==> src/rtl/mul_seq_pkg.sv <==
// Shared definitions for the mul_seq shift-add multiplier: ALU opcodes, FSM state codes, widths.
package mul_seq_pkg;

    localparam int unsigned DW  = 16;
    localparam int unsigned CW  = 4;
    localparam int unsigned OPW = 6;

    // ALU control word, MSB first: zero x, negate x, zero y, negate y, add/and, negate out
    typedef struct packed {
        logic zx;
        logic nx;
        logic zy;
        logic ny;
        logic f;
        logic no;
    } alu_ctl_t;

    localparam logic [OPW-1:0] OP_ZERO = 6'b101010;
    localparam logic [OPW-1:0] OP_X    = 6'b001100;
    localparam logic [OPW-1:0] OP_ADD  = 6'b000010;

    localparam logic [1:0] S_IDLE = 2'd0;
    localparam logic [1:0] S_ADD  = 2'd1;
    localparam logic [1:0] S_DBL  = 2'd2;
    localparam logic [1:0] S_DONE = 2'd3;

endpackage

==> src/rtl/mul_seq_alu16.sv <==
// Alu16: combinational 16-bit ALU with a single adder, driven by a 6-bit control word.
module alu16
    import mul_seq_pkg::*;
(
    input  logic [DW-1:0] x,
    input  logic [DW-1:0] y,
    input  alu_ctl_t      ctl,
    output logic [DW-1:0] res_c,
    output logic          zr_c,
    output logic          ng_c
);

    logic [DW-1:0] xz, xn, yz, yn, fo;

    always_comb begin
        xz    = ctl.zx ? '0 : x;
        xn    = ctl.nx ? ~xz : xz;
        yz    = ctl.zy ? '0 : y;
        yn    = ctl.ny ? ~yz : yz;
        fo    = ctl.f ? DW'(xn + yn) : (xn & yn);
        res_c = ctl.no ? ~fo : fo;
        zr_c  = (res_c == '0);
        ng_c  = res_c[DW-1];
    end

endmodule

==> src/rtl/mul_seq.sv <==
// Sequential 16x16 shift-add multiplier (low 16 bits) sharing one alu16.
// Optional macro EARLY_EXIT_EN: finish as soon as no multiplier bits remain above the current one.
module mul_seq
    import mul_seq_pkg::*;
#(
    parameter int unsigned ITER = 16
) (
    input  logic          clk,
    input  logic          rst_n,
    input  logic          start,
    input  logic [DW-1:0] a,
    input  logic [DW-1:0] b,
    output logic          busy,
    output logic          done,
    output logic [DW-1:0] product,
    output logic          zr,
    output logic          ng
);

    logic [1:0]    state, state_nxt;
    logic [DW-1:0] acc, mcand, mplr;
    logic [CW-1:0] cnt;
    logic          acc_zr, acc_ng;
    logic          last_c;

    logic [DW-1:0] alu_x, alu_y, alu_res;
    alu_ctl_t      alu_ctl;
    logic          alu_zr, alu_ng;

    alu16 u_alu (
        .x     (alu_x),
        .y     (alu_y),
        .ctl   (alu_ctl),
        .res_c (alu_res),
        .zr_c  (alu_zr),
        .ng_c  (alu_ng)
    );

`ifdef EARLY_EXIT_EN
    always_comb begin
        last_c = (cnt == CW'(ITER - 1)) || (((mplr >> cnt) >> 1) == '0);
    end
`else
    always_comb begin
        last_c = (cnt == CW'(ITER - 1));
    end
`endif

    always_ff @(posedge clk) begin
        if (!rst_n) begin
            state <= S_IDLE;
        end else begin
            state <= state_nxt;
        end
    end

    // Next state and ALU steering
    always_comb begin
        state_nxt = state;
        alu_ctl   = alu_ctl_t'(OP_ZERO);
        alu_x     = acc;
        alu_y     = mcand;
        case (state)
            S_IDLE: begin
                if (start) begin
                    state_nxt = S_ADD;
                end
            end
            S_ADD: begin
                alu_ctl   = mplr[cnt] ? alu_ctl_t'(OP_ADD) : alu_ctl_t'(OP_X);
                state_nxt = S_DBL;
            end
            S_DBL: begin
                alu_x     = mcand;
                alu_ctl   = alu_ctl_t'(OP_ADD);
                state_nxt = last_c ? S_DONE : S_ADD;
            end
            S_DONE: begin
                state_nxt = S_IDLE;
            end
            default: begin
                state_nxt = S_IDLE;
            end
        endcase
    end

    always_ff @(posedge clk) begin
        if (!rst_n) begin
            busy    <= 1'b0;
            done    <= 1'b0;
            product <= '0;
            zr      <= 1'b1;
            ng      <= 1'b0;
            acc     <= '0;
            mcand   <= '0;
            mplr    <= '0;
            cnt     <= '0;
            acc_zr  <= 1'b1;
            acc_ng  <= 1'b0;
        end else begin
            busy <= (state_nxt != S_IDLE);
            done <= (state_nxt == S_DONE);
            case (state)
                S_IDLE: begin
                    if (start) begin
                        mcand <= a;
                        mplr  <= b;
                        acc   <= '0;
                        cnt   <= '0;
                    end
                end
                S_ADD: begin
                    acc    <= alu_res;
                    acc_zr <= alu_zr;
                    acc_ng <= alu_ng;
                end
                S_DBL: begin
                    mcand <= alu_res;
                    // Result publishes on the edge that enters DONE
                    if (last_c) begin
                        product <= acc;
                        zr      <= acc_zr;
                        ng      <= acc_ng;
                    end else begin
                        cnt <= cnt + CW'(1);
                    end
                end
                default: begin
                end
            endcase
        end
    end

endmodule

==> config.mk <==
export PLATFORM = sky130hd
export DESIGN_NAME = mul_seq
export DESIGN_NICKNAME = d
export VERILOG_FILES = /design/src/rtl/mul_seq_pkg.sv /design/src/rtl/mul_seq_alu16.sv /design/src/rtl/mul_seq.sv
export SDC_FILE = /design/constraint.sdc
export NUM_CORES = 1
export LEC_CHECK = 0
export CORE_ASPECT_RATIO = 1.1
export CORE_MARGIN = 3
export CORE_UTILIZATION = 56
export DETAILED_ROUTE_END_ITERATION = 6
export PLACE_DENSITY = 0.8
export SYNTH_ARGS = -nofsm -noshare
export SYNTH_HDL_FRONTEND = slang
export SYNTH_SLANG_ARGS = --single-unit
==> constraint.sdc <==
create_clock -name clk -period 4.5 [get_ports clk]
set_input_delay 0.9 -clock clk [delete_from_list [all_inputs] [get_ports clk]]
set_output_delay 0.9 -clock clk [all_outputs]
set_load 0.02 [all_outputs]
==> flow_summary.json, run 1 <==
{
  "vias": 4284,
  "synth_edf_count": 0,
  "drtIter0Drc": 340,
  "timing_hold_violations_final": 0,
  "layout_setup_ws_ns": 0.270,
  "r2r_slack_ns": 0.27,
  "cts_root_buf": "clkbuf_8",
  "cts_made_buffers": 9,
  "path_cells": "mux4_2, mux2i_1, mux2_2, and2_1, a21o_1, ha_1, fa_1, a21o_2, a221oi_2, nor4_2, o21ai_0, nand3_1, or4_1, o21ai_1, a31o_1",
  "fin_skew_ns": 0.0135,
  "start_kind": "flop",
  "leakage_nw": 2.12,
  "crit_type": "reg -> reg",
  "final.min_clock_period_ns": 4.23,
  "die_area_mm2": 0.00934,
  "ant_nets": 0,
  "hold_end": "product[12]",
  "final_cell_area_mm2": 0.00541,
  "grt_pass1_wl_um": 20200,
  "async_reset_ff_share_pct": 0,
  "path_buf_inv": 0,
  "holdPathStages": 2,
  "dpl-instance-area_mm2": 0.00521,
  "syn_avg_cell_area_um2": 8.20,
  "critical_path.max_fanout": 8,
  "ioPinCount": 55,
  "core_mm2": 0.00796,
  "end_kind": "flop",
  "post-place-ws_ns": 0.289,
  "highest_layer": "met4",
  "synth_nets": 619,
  "fillCellCount": 678,
  "slowest_stage": "or4_1",
  "maxCapViolations": 0,
  "synth_flop_cell": "dfxtp_1",
  "final_max_slew_viol_count": 0,
  "start_util_pct": 57.8,
  "met1_length_um": 5290,
  "critPathMaxStageDelay_ns": 0.54,
  "ys_seq_area_share_pct": 33.1,
  "drc": 0,
  "via_per_inst": 6.01,
  "dr.pass1.iters": 5,
  "r2r-start": "cnt[2]",
  "synth_largest_area_cell": "dfxtp_1",
  "synth-seq-cells": 76,
  "reg2regPathDepth": 15,
  "antenna-diode-count": 0,
  "layout.nets": 658,
  "h-tree-depth": 3,
  "antenna_found_initial": 0,
  "synth_cells": 561,
  "yosys-top-cells-area": "dfxtp_1 (33%), mux2i_1 (8.7%), nand2_1 (7.2%)",
  "timing.rr.end": "acc_zr",
  "setup_tns_ns": 0,
  "grt_max_degree": 68,
  "seq_area_mm2": 0.00152,
  "fmax_mhz": 236,
  "cp_num_cells": 15,
  "clock_latency_ns": 0.35,
  "cts_setup_buffers": 0,
  "setup_viol": 0,
  "multi_input_area_mm2": 0.00290,
  "required_ns": 4.80,
  "max-vdd-ir-drop_v": 0.000372,
  "rows": 34,
  "finalWirelength_um": 12300,
  "routabilityCongestion": 0.980,
  "globalRouteOverflowTotal": 0,
  "yosysWarnings": 0,
  "synth_top_area_share_pct": 33.1,
  "cp_top_family": "compound AO/OA/AOI/OAI gates",
  "die_w_um": 92.4,
  "routed-wl-met2_um": 5780,
  "syn_to_final_growth_pct": 17.6,
  "cts.path.max_buffers": 2,
  "worst_slew_pin_slew_ns": 1.17,
  "routed-wl-met3_um": 852,
  "outcome": "finished clean",
  "period_share_pct": 94.0,
  "wl_per_cell_um": 17.3,
  "cts_tree": "yes",
  "synthDistinctLibCells": 60,
  "final_layout_size_suffix_gt1_share_pct": 8.10,
  "hold_class": "reg -> reg",
  "rsz0062_at_grt": "false",
  "hpwl_um": 8750,
  "port-buffer-count": 54,
  "relSlewSlack_pct": 21.9,
  "syn_area_mm2": 0.00460,
  "die_h_um": 101,
  "gr-usage-all-layers_pct": 26.9,
  "cellPowerDensity_mw_per_mm2": 673,
  "hp-start": "product[12]",
  "clock-sinks": 76,
  "cp.arrival_ns": 4.53,
  "clkTransAtPathRegs_ns": 0.09,
  "grt_pass1_vias": 4154
}
## kinds of logic (layout without fill, tap and decap cells)
family / after synthesis / in the layout / share of synthesized area (%)
and+or+nand+nor: 207 / 207 / 21.0
AOI/OAI and AO/OA: 148 / 148 / 21.2
DFF: 76 / 76 / 33.1
muxes: 51 / 51 / 12.4
buffers and inverters: 47 / 91 / 4.13
adders and majority gates: 23 / 23 / 6.42
xor gates and xnor gates: 9 / 9 / 1.71
## worst max-delay path by stage
stage	startpoint	end	slack [ns]
6_report	cnt[2]	acc_zr	0.27
3_5_place_dp	cnt[1]	acc_zr	0.29
2_1_floorplan	cnt[1]	acc_zr	0.36
5_1_grt	cnt[2]	acc_zr	0.004
3_3_place_gp	cnt[1]	acc_zr	0.42
4_1_cts	cnt[1]	acc_zr	0.26
## repair_timing
| action | in CTS | in global routing |
|---|---|---|
| setup endpoints to repair | 0 | 1 |
| gates resized for setup | 0 | 1 |
| hold buffers | 0 | 0 |
## metal layers
metal | vias up | GRT usage (%)
li1 | 2078 | -
met1 | 1987 | 34.6
met2 | 184 | 44.6
met3 | 35 | 4.93
met4 | 0 | 11.2
met5 | - | 0
## cell usage after synthesis, drive strengths merged, types with 4 or more instances
library cell   n
clkbuf        25
a21oi         61
a21o          19
o211ai         6
nand3          6
buf           11
xor2           6
and3           4
nor4           6
mux2           7
nand2b         5
and2           5
nor3           6
inv           11
nand4          4
o21ai         17
mux2i         40
nor2b         19
a22oi          6
a211oi        17
mux4           4
or3            5
nor2          51
nand2         88
dfxtp         76
ha            22
## state kept, by name, indices dropped and copies added, names as in the netlist
signal	cells
ng	1
mplr	16
alu_y	16
cnt	4
acc_zr	1
zr	1
acc_ng	1
done	1
product	16
acc	16
busy	1
state	2
## metrics by stage
stage               hold slack [ns]  cells  util [%]  power [mW]
floorplan                     0.431    561         -        2.51
global placement              0.443    697      65.5        3.01
detailed placement            0.448    697      65.5        3.06
CTS                           0.460    713      68.0        3.61
global route                  0.485    713      68.0        3.89
finish                        0.458    713      68.0        3.64
## report_power, final
| group | internal (mW) | switching [mW] | total, mW |
|---|---|---|---|
| sequential | 0.813 | 0.115 | 0.928 |
| combinational | 0.890 | 1.28 | 2.17 |
| clock | 0.262 | 0.282 | 0.543 |
## worst min-delay path, stage by stage, from the launching register on
cell,delay [ns]
dfxtp_1,0.32
nand2_1,0.05
a21oi_1,0.05
## cells in the final DEF, fill, tap and decap left out, drive strengths merged, types with 10 or more instances in the layout
cell type,count
a211oi,17
a21o,19
a21oi,61
buf,10
clkbuf,10
clkdlybuf4s50,54
dfxtp,76
ha,22
inv,12
mux2i,40
nand2,88
nor2,51
nor2b,19
o21ai,17
## area by class of cell
cell class	count	share of cell area (%)
clock buffers	10	2.36
clock inverters	6	1.34
inverters	11	0.763
multi-input cells	438	53.5
flip-flops and latches	76	28.1
well taps	108	2.50
repair buffers	64	11.4
(Power assumes the default switching activity.)
==> inputs of run 2 (changes only) <==
--- a/config.mk
+++ b/config.mk
@@ -5,11 +5,12 @@
 export SDC_FILE = /design/constraint.sdc
 export NUM_CORES = 1
 export LEC_CHECK = 0
+export CAP_MARGIN = 40
 export CORE_ASPECT_RATIO = 1.1
 export CORE_MARGIN = 3
-export CORE_UTILIZATION = 56
+export CORE_UTILIZATION = 61
 export DETAILED_ROUTE_END_ITERATION = 6
-export PLACE_DENSITY = 0.8
+export PLACE_DENSITY = 0.86
 export SYNTH_ARGS = -nofsm -noshare
 export SYNTH_HDL_FRONTEND = slang
 export SYNTH_SLANG_ARGS = --single-unit
==> constraint.sdc (replaced) <==
create_clock -name clk -period 5.4 [get_ports clk]
set_input_delay 1.08 -clock clk [delete_from_list [all_inputs] [get_ports clk]]
set_output_delay 1.08 -clock clk [all_outputs]
set_load 0.02 [all_outputs]
==> run 2 against run 1 <==
Utilization increased by 7.7 points. Wire length increased by 1.7%. Setup slack improved by 0.61 ns. Register-to-register slack improved by 0.61 ns. Combinational power decreased by 18%. Hold slack got worse by 0.0013 ns. First-iteration DRC count decreased by 14%. Sequential cell count unchanged. Fmax decreased by 6.4%. Die area decreased by 7.7%. Largest cell class unchanged.
==> flow_summary.json, run 2 (same netlist as run 1, synthesis figures left out) <==
{
  "period_share_pct": 83.7,
  "layout_setup_ws_ns": 0.879,
  "end_kind": "flop",
  "final.min_clock_period_ns": 4.52,
  "clkTransAtPathRegs_ns": 0.09,
  "timing.rr.end": "acc_zr",
  "clock_latency_ns": 0.36,
  "final_layout_size_suffix_gt1_share_pct": 7.49,
  "antenna_found_initial": 0,
  "cts.path.max_buffers": 2,
  "die_h_um": 97.1,
  "holdBufCountCts": 0,
  "fillCellCount": 515,
  "dpl-instance-area_mm2": 0.00517,
  "cts_tree": "yes",
  "cts_setup_buffers": 0,
  "maxCapViolations": 0,
  "globalRouteOverflowTotal": 0,
  "post-place-ws_ns": 1.00,
  "timing_hold_violations_final": 0,
  "layout.nets": 654,
  "syn_to_final_growth_pct": 17.9,
  "outcome": "finished clean",
  "final_util_pct": 75.7,
  "cts_root_buf": "clkbuf_8",
  "die_w_um": 88.8,
  "multi_input_area_mm2": 0.00290,
  "via_per_inst": 6.32,
  "grt_pass1_vias": 4285,
  "vias": 4337,
  "dr.pass1.iters": 5,
  "r2r_slack_ns": 0.88,
  "finalWirelength_um": 12500,
  "cellPowerDensity_mw_per_mm2": 577,
  "rsz0062_at_grt": "false",
  "layout_common_cells": "nand2_1 (88), dfxtp_1 (76), a21oi_1 (61)",
  "port-buffer-count": 54,
  "start_kind": "flop",
  "antenna-diode-count": 0,
  "hold_end": "ng",
  "routabilityCongestion": 0.936,
  "reg2regPathDepth": 15,
  "wl_per_cell_um": 18.2,
  "hold_class": "reg -> reg",
  "setup_tns_ns": 0,
  "required_ns": 5.67,
  "leakage_nw": 2.14,
  "gr-usage-all-layers_pct": 29.8,
  "drtIter0Drc": 292,
  "core_mm2": 0.00717,
  "max-vdd-ir-drop_v": 0.000303,
  "seq_area_mm2": 0.00152,
  "drc": 0,
  "ioPinCount": 55,
  "start_util_pct": 64.2,
  "cts_resized": 0,
  "crit_type": "reg -> reg",
  "worst_slew_pin_slew_ns": 0.825,
  "h-tree-depth": 3,
  "hp-start": "ng",
  "die_area_mm2": 0.00862,
  "fin_skew_ns": 0.0106,
  "ant_nets": 0,
  "hpwl_um": 8530,
  "setup_viol": 0,
  "grt_max_degree": 42,
  "crit_start": "cnt[1]",
  "holdPathStages": 2,
  "cts_made_buffers": 9,
  "cp.arrival_ns": 4.79,
  "r2r-start": "cnt[1]",
  "fmax_mhz": 221,
  "final_cell_area_mm2": 0.00543,
  "whs_ns": 0.456,
  "relSlewSlack_pct": 44.8,
  "rows": 32,
  "clock-sinks": 76,
  "grt_pass1_wl_um": 20500,
  "critical_path.max_fanout": 9,
  "final_common_cell": "nand2_1",
  "final_max_slew_viol_count": 0
}
run 2: cell count changes in the layout (fill, tap and decap cells not counted), sizes merged:
cell | previous run | this run
buf | 10 | 6
bufinv | 1 | 3
clkbuf | 10 | 11
clkinv | 3 | 2
clkinvlp | 1 | 0
inv | 12 | 11
run 2: how the worst max path moves through the flow:
stage | endpoint | depth (start not counted)
after floorplan | acc_zr | 17
after global placement | acc_zr | 15
after global routing | acc_zr | 15
final | acc_zr | 15
after CTS | acc_zr | 15
after detailed placement | acc_zr | 15
run 2: cell type report:
class / instances / area share (%)
Multi-Input combinational cell: 438 / 53.4
Timing Repair Buffer: 60 / 11.1
Tap cell: 85 / 1.96
Clock buffer: 11 / 2.79
Inverter: 11 / 0.761
Sequential cell: 76 / 28.0
Clock inverter: 5 / 1.98
run 2: routing by layer:
layer	GRT usage, %	up-vias	share of wire (%)	wire, um
li1	-	2074	-	-
met1	37.3	2015	42	5250
met2	47.3	193	48	5990
met3	6.19	55	6.4	806
met4	15.6	0	3.7	467
met5	0	-	0	0
run 2: power by group:
part           leakage, nW  internal (mW)  switching [mW]
clock network        0.130          0.334           0.229
logic                 1.39          0.714            1.08
registers            0.620          0.677          0.0968
run 2: critical path, cell delays in order (launching register included):
cell      delay (ns)
dfxtp_1         0.54
mux4_2          0.55
mux2i_1         0.14
mux2_2          0.22
and2_1          0.40
buf_4           0.25
a21o_1          0.10
ha_1            0.30
a211oi_1        0.34
nor2_1          0.09
a2111o_1        0.37
and3_4          0.19
o31a_1          0.31
o31ai_4         0.28
a211oi_1        0.10
a31o_1          0.22
run 2: stage by stage:
| step | std cells | power (mW) |
|---|---|---|
| 6_report | 686 | 3.13 |
| 5_1_grt | 686 | 3.32 |
| 4_1_cts | 686 | 3.08 |
| 3_5_place_dp | 670 | 2.51 |
| 3_3_place_gp | 668 | 2.44 |
| 2_1_floorplan | 561 | 2.09 |
